==> src/rtl/fifo_gen_pkg.sv <==
`default_nettype none
// ============================================================================
// Module   : fifo_gen_pkg
// Brief    : Shared types and helper functions for the generic FIFO.
// Revision : 1.0 - initial release
// ============================================================================
package fifo_gen_pkg;

  // Operation requested at a clock edge, before qualification by fill level.
  typedef enum logic [1:0] {
    OP_IDLE = 2'd0,
    OP_PUSH = 2'd1,
    OP_POP  = 2'd2,
    OP_BOTH = 2'd3
  } fifo_op_e;

  // Counter width able to hold the values 0..depth inclusive.
  function automatic int f_cw(input int depth);
    return $clog2(depth + 1);
  endfunction

  // Pointer increment with explicit wrap, so any depth works.
  function automatic int f_inc_wrap(input int ptr, input int depth);
    return (ptr == depth - 1) ? 0 : ptr + 1;
  endfunction

endpackage
`default_nettype wire

==> src/rtl/fifo_gen_if.sv <==
`default_nettype none
// ============================================================================
// Module   : fifo_gen_if
// Brief    : Producer/consumer handshake and status bundle of the generic FIFO.
// Revision : 1.0 - initial release
// ============================================================================
interface fifo_gen_if #(
  parameter int BITS  = 32,
  parameter int DEPTH = 4
);
  localparam int CW = fifo_gen_pkg::f_cw(DEPTH);

  logic            push_i;
  logic [BITS-1:0] data_i;
  logic            pop_i;
  logic            clr_err_i;
  logic [BITS-1:0] data_o;
  logic            full_o;
  logic            pnding_o;
  logic            afull_o;
  logic            aempty_o;
  logic [CW-1:0]   count_o;
  logic            ovf_o;
  logic            udf_o;

  // FIFO side.
  modport slave (
    input  push_i, data_i, pop_i, clr_err_i,
    output data_o, full_o, pnding_o, afull_o, aempty_o, count_o, ovf_o, udf_o
  );

  // Producer/consumer side.
  modport master (
    output push_i, data_i, pop_i, clr_err_i,
    input  data_o, full_o, pnding_o, afull_o, aempty_o, count_o, ovf_o, udf_o
  );
endinterface
`default_nettype wire

==> src/rtl/fifo_gen_ctrl.sv <==
`default_nettype none
// ============================================================================
// Module   : fifo_gen_ctrl
// Brief    : Pointers, occupancy counter, operation decode, level flags and
//            sticky error flags of the generic FIFO (no storage).
// Revision : 1.0 - initial release
// ============================================================================
module fifo_gen_ctrl
  import fifo_gen_pkg::*;
#(
  parameter int DEPTH = 4,
  parameter int AF_TH = DEPTH - 1,
  parameter int AE_TH = 1,
  parameter int CW    = f_cw(DEPTH),
  parameter int PW    = $clog2(DEPTH)
) (
  input  logic          clk_i,
  input  logic          rst_i,
  input  logic          i_push,
  input  logic          i_pop,
  input  logic          i_clr_err,
  output logic          o_wr_en,
  output logic [PW-1:0] o_wp,
  output logic [PW-1:0] o_rp,
  output logic [CW-1:0] o_count,
  output logic          o_full,
  output logic          o_pnding,
  output logic          o_afull,
  output logic          o_aempty,
  output logic          o_ovf,
  output logic          o_udf
);

  localparam logic [CW-1:0] c_depth = CW'(DEPTH);
  localparam logic [CW-1:0] c_af_th = CW'(AF_TH);
  localparam logic [CW-1:0] c_ae_th = CW'(AE_TH);

  logic [PW-1:0] r_wp;
  logic [PW-1:0] r_rp;
  logic [CW-1:0] r_cnt;
  logic          r_ovf;
  logic          r_udf;

  fifo_op_e      w_op;
  logic          w_empty;
  logic          w_full;
  logic          w_wr_en;
  logic          w_rd_en;
  logic          w_ovf_set;
  logic          w_udf_set;
  logic [PW-1:0] w_wp_nxt;
  logic [PW-1:0] w_rp_nxt;

  assign w_empty  = (r_cnt == '0);
  assign w_full   = (r_cnt == c_depth);
  assign w_wp_nxt = PW'(f_inc_wrap(int'(r_wp), DEPTH));
  assign w_rp_nxt = PW'(f_inc_wrap(int'(r_rp), DEPTH));

  // Decode the raw request; reset masks any push or pop in the same cycle.
  always_comb begin
    w_op = OP_IDLE;
    if (!rst_i) begin
      case ({i_push, i_pop})
        2'b10:   w_op = OP_PUSH;
        2'b01:   w_op = OP_POP;
        2'b11:   w_op = OP_BOTH;
        default: w_op = OP_IDLE;
      endcase
    end
  end

  // Qualify the request against the fill level; a full FIFO still accepts a
  // push when a pop frees the slot, an empty one never forwards data.
  always_comb begin
    w_wr_en   = 1'b0;
    w_rd_en   = 1'b0;
    w_ovf_set = 1'b0;
    w_udf_set = 1'b0;
    case (w_op)
      OP_PUSH: begin
        w_wr_en   = !w_full;
        w_ovf_set = w_full;
      end
      OP_POP: begin
        w_rd_en   = !w_empty;
        w_udf_set = w_empty;
      end
      OP_BOTH: begin
        w_wr_en   = 1'b1;
        w_rd_en   = !w_empty;
        w_udf_set = w_empty;
      end
      default: ;
    endcase
  end

  // Pointers and occupancy counter.
  always_ff @(posedge clk_i) begin
    if (rst_i) begin
      r_wp  <= '0;
      r_rp  <= '0;
      r_cnt <= '0;
    end else begin
      if (w_wr_en) r_wp <= w_wp_nxt;
      if (w_rd_en) r_rp <= w_rp_nxt;
      if (w_wr_en && !w_rd_en)      r_cnt <= r_cnt + CW'(1);
      else if (w_rd_en && !w_wr_en) r_cnt <= r_cnt - CW'(1);
    end
  end

  // Sticky error flags; a new event in the clear cycle keeps the flag set.
  always_ff @(posedge clk_i) begin
    if (rst_i) begin
      r_ovf <= 1'b0;
      r_udf <= 1'b0;
    end else begin
      if (w_ovf_set)      r_ovf <= 1'b1;
      else if (i_clr_err) r_ovf <= 1'b0;
      if (w_udf_set)      r_udf <= 1'b1;
      else if (i_clr_err) r_udf <= 1'b0;
    end
  end

  assign o_wr_en  = w_wr_en;
  assign o_wp     = r_wp;
  assign o_rp     = r_rp;
  assign o_count  = r_cnt;
  assign o_full   = w_full;
  assign o_pnding = !w_empty;
  assign o_afull  = (r_cnt >= c_af_th);
  assign o_aempty = (r_cnt <= c_ae_th);
  assign o_ovf    = r_ovf;
  assign o_udf    = r_udf;

endmodule
`default_nettype wire

==> src/rtl/fifo_gen_top.sv <==
`default_nettype none
// ============================================================================
// Module   : fifo_gen_top
// Brief    : Parametrised synchronous show-ahead FIFO with occupancy count,
//            programmable almost-full/almost-empty and sticky error flags.
// Revision : 1.0 - initial release
// ============================================================================
module fifo_gen_top
  import fifo_gen_pkg::*;
#(
  parameter int BITS  = 32,
  parameter int DEPTH = 4,
  parameter int AF_TH = DEPTH - 1,
  parameter int AE_TH = 1
) (
  input  logic       clk_i,
  input  logic       rst_i,
  fifo_gen_if.slave  bus
);

  localparam int CW = f_cw(DEPTH);
  localparam int PW = $clog2(DEPTH);

  if (BITS < 1) begin : g_chk_bits
    $error("fifo_gen_top: BITS must be >= 1");
  end
  if (DEPTH < 2) begin : g_chk_depth
    $error("fifo_gen_top: DEPTH must be >= 2");
  end
  if (AF_TH < 1 || AF_TH > DEPTH) begin : g_chk_af_th
    $error("fifo_gen_top: AF_TH must be in 1..DEPTH");
  end
  if (AE_TH < 0 || AE_TH > DEPTH - 1) begin : g_chk_ae_th
    $error("fifo_gen_top: AE_TH must be in 0..DEPTH-1");
  end

  logic [BITS-1:0] r_mem [DEPTH];

  logic            w_wr_en;
  logic [PW-1:0]   w_wp;
  logic [PW-1:0]   w_rp;
  logic [CW-1:0]   w_count;
  logic            w_full;
  logic            w_pnding;
  logic            w_afull;
  logic            w_aempty;
  logic            w_ovf;
  logic            w_udf;

  fifo_gen_ctrl #(
    .DEPTH (DEPTH),
    .AF_TH (AF_TH),
    .AE_TH (AE_TH),
    .CW    (CW),
    .PW    (PW)
  ) u_ctrl (
    .clk_i     (clk_i),
    .rst_i     (rst_i),
    .i_push    (bus.push_i),
    .i_pop     (bus.pop_i),
    .i_clr_err (bus.clr_err_i),
    .o_wr_en   (w_wr_en),
    .o_wp      (w_wp),
    .o_rp      (w_rp),
    .o_count   (w_count),
    .o_full    (w_full),
    .o_pnding  (w_pnding),
    .o_afull   (w_afull),
    .o_aempty  (w_aempty),
    .o_ovf     (w_ovf),
    .o_udf     (w_udf)
  );

  // Storage write; contents survive reset and are hidden by the output gate.
  always_ff @(posedge clk_i) begin
    if (w_wr_en) r_mem[w_wp] <= bus.data_i;
  end

  assign bus.data_o   = w_pnding ? r_mem[w_rp] : '0;
  assign bus.full_o   = w_full;
  assign bus.pnding_o = w_pnding;
  assign bus.afull_o  = w_afull;
  assign bus.aempty_o = w_aempty;
  assign bus.count_o  = w_count;
  assign bus.ovf_o    = w_ovf;
  assign bus.udf_o    = w_udf;

endmodule
`default_nettype wire

==> src/flat_wrapper.sv <==
// flat-port wrapper written by rule: the top's interface ports become plain ports
module fifo_gen_top_flat import fifo_gen_pkg::*;
#(
  parameter int BITS  = 32,
  parameter int DEPTH = 4,
  parameter int AF_TH = DEPTH - 1,
  parameter int AE_TH = 1
)
  (clk_i, rst_i, bus_push_i, bus_data_i, bus_pop_i, bus_clr_err_i, bus_data_o, bus_full_o, bus_pnding_o, bus_afull_o, bus_aempty_o, bus_count_o, bus_ovf_o, bus_udf_o);
  fifo_gen_if #(.BITS(BITS), .DEPTH(DEPTH)) bus_i ();
  input  logic clk_i;
  input  logic rst_i;
  input wire logic [$bits(bus_i.push_i)-1:0] bus_push_i;
  input wire logic [$bits(bus_i.data_i)-1:0] bus_data_i;
  input wire logic [$bits(bus_i.pop_i)-1:0] bus_pop_i;
  input wire logic [$bits(bus_i.clr_err_i)-1:0] bus_clr_err_i;
  output wire logic [$bits(bus_i.data_o)-1:0] bus_data_o;
  output wire logic [$bits(bus_i.full_o)-1:0] bus_full_o;
  output wire logic [$bits(bus_i.pnding_o)-1:0] bus_pnding_o;
  output wire logic [$bits(bus_i.afull_o)-1:0] bus_afull_o;
  output wire logic [$bits(bus_i.aempty_o)-1:0] bus_aempty_o;
  output wire logic [$bits(bus_i.count_o)-1:0] bus_count_o;
  output wire logic [$bits(bus_i.ovf_o)-1:0] bus_ovf_o;
  output wire logic [$bits(bus_i.udf_o)-1:0] bus_udf_o;
  assign bus_i.push_i = bus_push_i;
  assign bus_i.data_i = bus_data_i;
  assign bus_i.pop_i = bus_pop_i;
  assign bus_i.clr_err_i = bus_clr_err_i;
  assign bus_data_o = bus_i.data_o;
  assign bus_full_o = bus_i.full_o;
  assign bus_pnding_o = bus_i.pnding_o;
  assign bus_afull_o = bus_i.afull_o;
  assign bus_aempty_o = bus_i.aempty_o;
  assign bus_count_o = bus_i.count_o;
  assign bus_ovf_o = bus_i.ovf_o;
  assign bus_udf_o = bus_i.udf_o;
  fifo_gen_top #(.BITS(BITS), .DEPTH(DEPTH), .AF_TH(AF_TH), .AE_TH(AE_TH)) u_core (.clk_i(clk_i), .rst_i(rst_i), .bus(bus_i));
endmodule
==> config.mk <==
export PLATFORM = sky130hd
export DESIGN_NAME = fifo_gen_top_flat
export DESIGN_NICKNAME = d
export VERILOG_FILES = /design/src/rtl/fifo_gen_pkg.sv /design/src/rtl/fifo_gen_if.sv /design/src/rtl/fifo_gen_ctrl.sv /design/src/rtl/fifo_gen_top.sv /design/src/flat_wrapper.sv
export SDC_FILE = /design/constraint.sdc
export NUM_CORES = 1
export LEC_CHECK = 0
export ABC_AREA = 1
export BUFFER_PORTS_ARGS = -buffer_cell sky130_fd_sc_hd__buf_2
export CAP_MARGIN = 15
export CORE_ASPECT_RATIO = 2
export CORE_MARGIN = 1.5
export CORE_UTILIZATION = 58
export CTS_CLUSTER_SIZE = 10
export DETAILED_ROUTE_END_ITERATION = 7
export PLACE_DENSITY = 0.8
export SYNTH_ARGS = -nofsm -noshare
export SYNTH_HDL_FRONTEND = slang
export SYNTH_SLANG_ARGS = --single-unit
==> constraint.sdc <==
create_clock -name clk_i -period 3.5 [get_ports clk_i]
set_clock_uncertainty 0.15 [all_clocks]
set_input_delay 0.175 -clock clk_i [delete_from_list [all_inputs] [get_ports clk_i]]
set_output_delay 0.175 -clock clk_i [all_outputs]
set_load 0.05 [all_outputs]
==> After elaboration in Yosys (flattened, before gate mapping) <==
Memory sizes are Yosys's and may differ from the RTL's. A register that Yosys moved wholly into a read port is not among the register bits.
Index checks and enable logic that the tools add are counted.
{ "totals": {"ff_bits": 9, "latch_bits": 0, "ramBits": 128, "rom_bits": 0, "inputBits": 37, "out_inout_bits": 41, "word_cells": 50, "mem_count": 1} }
{ "mem_list": {"columns": ["name", "words", "word_bits", "read_ports", "rd_ports_with_merged_regs", "wr", "line_no", "text"], "rows": [
  ["u_core.r_mem", 4, 32, 1, 1, 1, "fifo_gen_top.sv:37", "logic [BITS-1:0] r_mem [DEPTH];"]
]} }
{ "classes": {"n_addsub": 4, "multipliers": 0, "div": 0, "n_lt_le_gt_ge": 2, "n_eq_ne": 9, "shift": 0, "muxes": 18, "bitwise": 0, "n_reduce_logical": 11} }
{ "ops": {"columns": ["op", "count"], "rows": [
  ["two-way mux 32 bit", 1],
  ["two-way mux 2 bit", 5],
  ["equality test 2 x 1 -> 1 bit, second input constant", 4],
  ["equality test 2 bit, second input constant", 4],
  ["two-way mux 1 bit", 8],
  ["two-way mux 3 bit", 2],
  ["one-hot mux 2 bit (3 select lines)", 1],
  ["nonzero test 2 bit", 3],
  ["adder 2 x 1 -> 2 bit, second input constant", 2],
  ["logical NOT 1 bit", 4],
  ["adder 3 x 1 -> 3 bit, second input constant", 1],
  ["equality test 3 bit, second input constant", 1],
  ["greater-or-equal comparator 3 x 2 -> 1 bit, second input constant", 1],
  ["less-or-equal comparator 3 x 1 -> 1 bit, second input constant", 1],
  ["logical NOT 3 bit", 1],
  ["subtractor 3 x 1 -> 3 bit, second input constant", 1],
  ["logical AND 1 bit", 2],
  ["one-hot mux 1 bit (2 select lines)", 1],
  ["OR reduction 2 bit", 1]
]} }

==> Logic depth before layout (Yosys ltp) <==
{ "depth": {"ltp_word": 9, "depth_mapped": 12, "ltp_nobuf": 12} }

==> Hierarchy <==
From an unflattened synthesis, not the netlist that was laid out.
{ "hier_totals": {"hier_cells": 590, "hier_area_um2": 6301.0} }
{ "modules_own_cells": {"columns": ["module", "instances", "cells_per_inst", "area_per_inst_um2", "seq_area_each_um2"], "rows": [
  ["fifo_gen_top", 1, 513, 5735.5, 3843.7],
  ["fifo_gen_ctrl", 1, 77, 565.5, 180.2]
]} }

==> Least setup slack after synthesis <==
Ideal clock, no wire load.
{ "synth_path": {"kind": "reg-to-reg", "from": "register u_core.u_ctrl.r_cnt[0] (netlist: u_core.u_ctrl.o_count[0])", "to": "memory u_core.r_mem[3][0], enable pin", "setup_time_ns": 0.421, "arrival_ns": 3.048, "required_ns": 2.929, "setup_slack_ns": -0.119, "stages_incl_launch_ff": 8, "path_buffers": 0, "synth_period_minus_slack_ns": 3.619, "path_cell_list": "dfxtp_1 -> inv_1 -> ha_1 -> nand2_1 -> inv_1 -> nand2_2 -> nand2_4 -> nor2_1"} }
{ "synth_between": {"elab_chain_cells": 5} }
{ "synth_rtl": {"columns": ["item", "line_no", "text"], "rows": [
  ["from (decl)", "fifo_gen_ctrl.sv:40", "logic [CW-1:0] r_cnt;"],
  ["from (signal assigned)", "fifo_gen_ctrl.sv:106", "if (w_wr_en && !w_rd_en) r_cnt <= r_cnt + CW'(1);"],
  ["from (signal assigned)", "fifo_gen_ctrl.sv:107", "else if (w_rd_en && !w_wr_en) r_cnt <= r_cnt - CW'(1);"],
  ["equality test 3 bit", "fifo_gen_ctrl.sv:55", "assign w_full = (r_cnt == c_depth);"],
  ["net bus_full_o", "flat_wrapper.sv:18", "output wire logic [$bits(bus_i.full_o)-1:0] bus_full_o;"],
  ["logical NOT 1 bit", "fifo_gen_ctrl.sv:81", "w_wr_en = !w_full;"],
  ["one-hot mux 1 bit (2 select lines)", "fifo_gen_ctrl.sv:79", "case (w_op)"],
  ["two-way mux 1 bit", "fifo_gen_top.sv:76", "if (w_wr_en) r_mem[w_wp] <= bus.data_i;"],
  ["two-way mux 1 bit (implied by the code)", "fifo_gen_top.sv:76", null],
  ["to (decl)", "fifo_gen_top.sv:37", null]
]} }
The timed path passes the listed nets, and every way through them passes these cells.

==> metrics.cfg <==
[yosys]
synth_top_family_by_area=simple AND/OR/NAND/NOR gates
yosys.area_share.xor_xnor_pct=0.1403
netlist_instances=597
seq_area_frac_synth_pct=65.12
synth.area.mux_share_pct=0
synth_cell_types=20
synth-seq-cells=139
synth_adder_area_share_pct=2.205
syn_area_per_cell_um2=10.45
synth-simple-area-share_pct=15.72
synth-compound-area-share_pct=5.112
synth_nets=645
ys_warn_count=0
syn_area_mm2=0.006241

[detailed_routing]
drt_iter0_drc=336
vias=4409
dr.pass1.iters=5
ant_nets=0
wl_met3_um=534
drc=0
wl_met2_um=7953
via_per_inst=5.109
totalWireLength_um=13870
top_layer_used=met4
wl_met1_um=5015
wl_per_cell_um=16.07

[clock_tree]
cts_resized=0
clk_path_buf_depth=2
clk_pin_slew_ns=0.06
post_cts.repair.setup_buffers=0
clock_sinks=139
cts_tree=built
htree_levels=4
clock-root-buffer=clkbuf_16
clk_latency_ns=0.42
cts_buffers=17

[finish]
insertedDiodeCount=0
post-route-util_pct=73.13
finalInstanceArea_mm2=0.007662
area_delta_synth_final_pct=22.77
drive_above_1_share_pct=22.18
fillers=719
final_nets=761

[setup_path]
cp.arrival_ns=2.18
crit_slowest_cell=inv_2
critPathMaxFanout=32
required_ns=3.17
cp-start-kind=flop
critical-path-max-stage-delay_ns=0.57
crit_type=reg2out
crit_family=buffers and inverters
end_kind=output pin
crit_chain=inv_2 > nand3_1 > a21oi_1 > buf_2
path_depth=4
critPathBufInv=2
reg2reg_depth=7
r2r_start=u_core.u_ctrl.o_count[0]$_SDFFE_PP0P_

[grt]
grt_pass1_vias=4619
grt_pass1_wl_um=21830
grt_start_max_net_pins=65
globalRoute.totalOverflow=0
grt_usage_pct=25.65
antenna_found_initial=0

[floorplanning]
io_pins=78
std_cell_rows=53
die_w_um=76.35
core_mm2=0.01048
fp.dieH_um=149.7
dieArea_mm2=0.01143
start_util_pct=59.57

[timing]
period_share_pct=71.61
fin_setup_tns_ns=0
fin_crit_ns=2.507
finalSetupViolCount=0
final-hold-violation-count=0
relSlewSlack_pct=27.99
fmax_ghz=0.3990
rsz0062_at_grt=false
worst-slew-pin-transition_ns=1.079
slew_violations=0

[job]
drv_cap=0

[placement]
port_buffers=77
hpwl_um=8417
placed_area_mm2=0.006705
routabilityCongestion=0.7670

[status]
run_status=finished clean

[pwr]
peakVddDrop_uv=502.3
fin_total_pwr_mw=5.027
leakage_nw=3.468
powerDensity_mw_per_mm2=656.1

[min_path]
hp-start=bus_push_i
hold_depth=5
holdCritPathClass=in2reg

==> worst reg2reg max path, delay by kind of cell (launching register included) <==
family,cells,cell delay [ns]
simple gates,4,1.09
flops,1,0.38
fa+ha+maj,1,0.27
buf+inv,2,0.19
==> flip-flops by register name, indices dropped and copies added, names as in the netlist, named ones only <==
signal,flops
u_core.r_mem,128
u_core.u_ctrl.o_count,3
u_core.u_ctrl.o_ovf,1
u_core.u_ctrl.o_rp,2
u_core.u_ctrl.o_udf,1
u_core.u_ctrl.o_wp,2
==> cells in the final DEF, fill, tap and decap left out, types with 3 or more instances in the layout <==
cell type / instances
nor2_4: 4
a21oi_1: 6
ha_1: 11
inv_2: 5
dfxtp_1: 10
a21oi_2: 30
clkinv_2: 4
clkinvlp_4: 6
nor2_1: 9
nand2_1: 141
nand3_1: 71
buf_2: 77
clkbuf_16: 17
buf_4: 5
nand2_2: 3
inv_1: 145
edfxtp_1: 128
dlygate4sd3_1: 38
o21ai_0: 4
==> timing repair <==
action / in CTS / in global routing
hold endpoints to repair: 133 / 0
hold buffers: 38 / 0
setup endpoints to repair: 0 / 0
==> kinds of logic after synthesis <==
group | after synthesis
AO/OA/AOI/OAI | 41
XOR/XNOR | 1
adder cells (fa/ha/maj) | 11
buffers and inverters | 174
flip-flops | 139
AND/OR/NAND/NOR | 231
==> routing by layer <==
metal | vias to the layer above | global-route usage [%]
li1 | 2120 | -
met1 | 2125 | 26.81
met2 | 135 | 48.53
met3 | 29 | 4.878
met4 | 0 | 12.41
met5 | - | 0
==> per-stage QoR <==
step           cells  hold slack, ns  worst slack [ns]
3_3_place_gp     793          0.2390             1.113
3_5_place_dp     793          0.2483             1.019
4_1_cts          863         0.03752            0.9658
6_report         863         0.04449            0.9935
5_1_grt          863         0.06850            0.8425
2_1_floorplan    597          0.1239           -0.1192
==> final cells by class <==
cell class / instances / area [µm²] / share of cell area [%]
Clock buffer: 17 / 425.4 / 5.552
Clock inverter: 15 / 151.4 / 1.976
Inverter: 151 / 569.3 / 7.430
Multi-Input combinational cell: 284 / 1476 / 19.27
Sequential cell: 139 / 4065 / 53.05
Tap cell: 137 / 171.4 / 2.237
Timing Repair Buffer: 120 / 803.3 / 10.48
==> where the power goes <==
group	switching, mW	leakage (nW)	internal (mW)	total [mW]
registers	0.0384	1.25	1.90	1.94
clock network	0.684	0.267	1.04	1.73
logic	1.04	1.95	0.324	1.36
total	1.76	3.47	3.27	5.03
==> synth_stat cells <==
| master | number | area [µm²] |
|---|---|---|
| inv_1 | 145 | 544.3 |
| nand2_1 | 141 | 529.3 |
| edfxtp_1 | 128 | 3844 |
| nand3_1 | 71 | 355.3 |
| a21oi_2 | 30 | 262.8 |
| nor2_1 | 13 | 48.80 |
| buf_2 | 12 | 60.06 |
| dfxtp_1 | 11 | 220.2 |
| ha_1 | 11 | 137.6 |
| a21oi_1 | 6 | 30.03 |
| buf_4 | 6 | 45.04 |
| buf_6 | 5 | 56.30 |
| inv_2 | 5 | 18.77 |
| o21ai_0 | 4 | 20.02 |
| nand2_2 | 3 | 18.77 |
| nand2_4 | 2 | 22.52 |
| inv_4 | 1 | 6.260 |
| o22ai_1 | 1 | 6.260 |
| or2_2 | 1 | 6.260 |
| xor2_1 | 1 | 8.760 |
==> worst paths after layout <==
check | endpoint | slack [ns]
max reg2reg | u_core.r_mem[0][11]$_DFFE_PP_ | 1.02
min reg2reg | flop | 0.38
min | u_core.u_ctrl.o_wp[0]$_SDFFE_PP0P_ | 0.04
max | bus_data_o[2] | 0.99
Power figures use the tool's default switching activity.
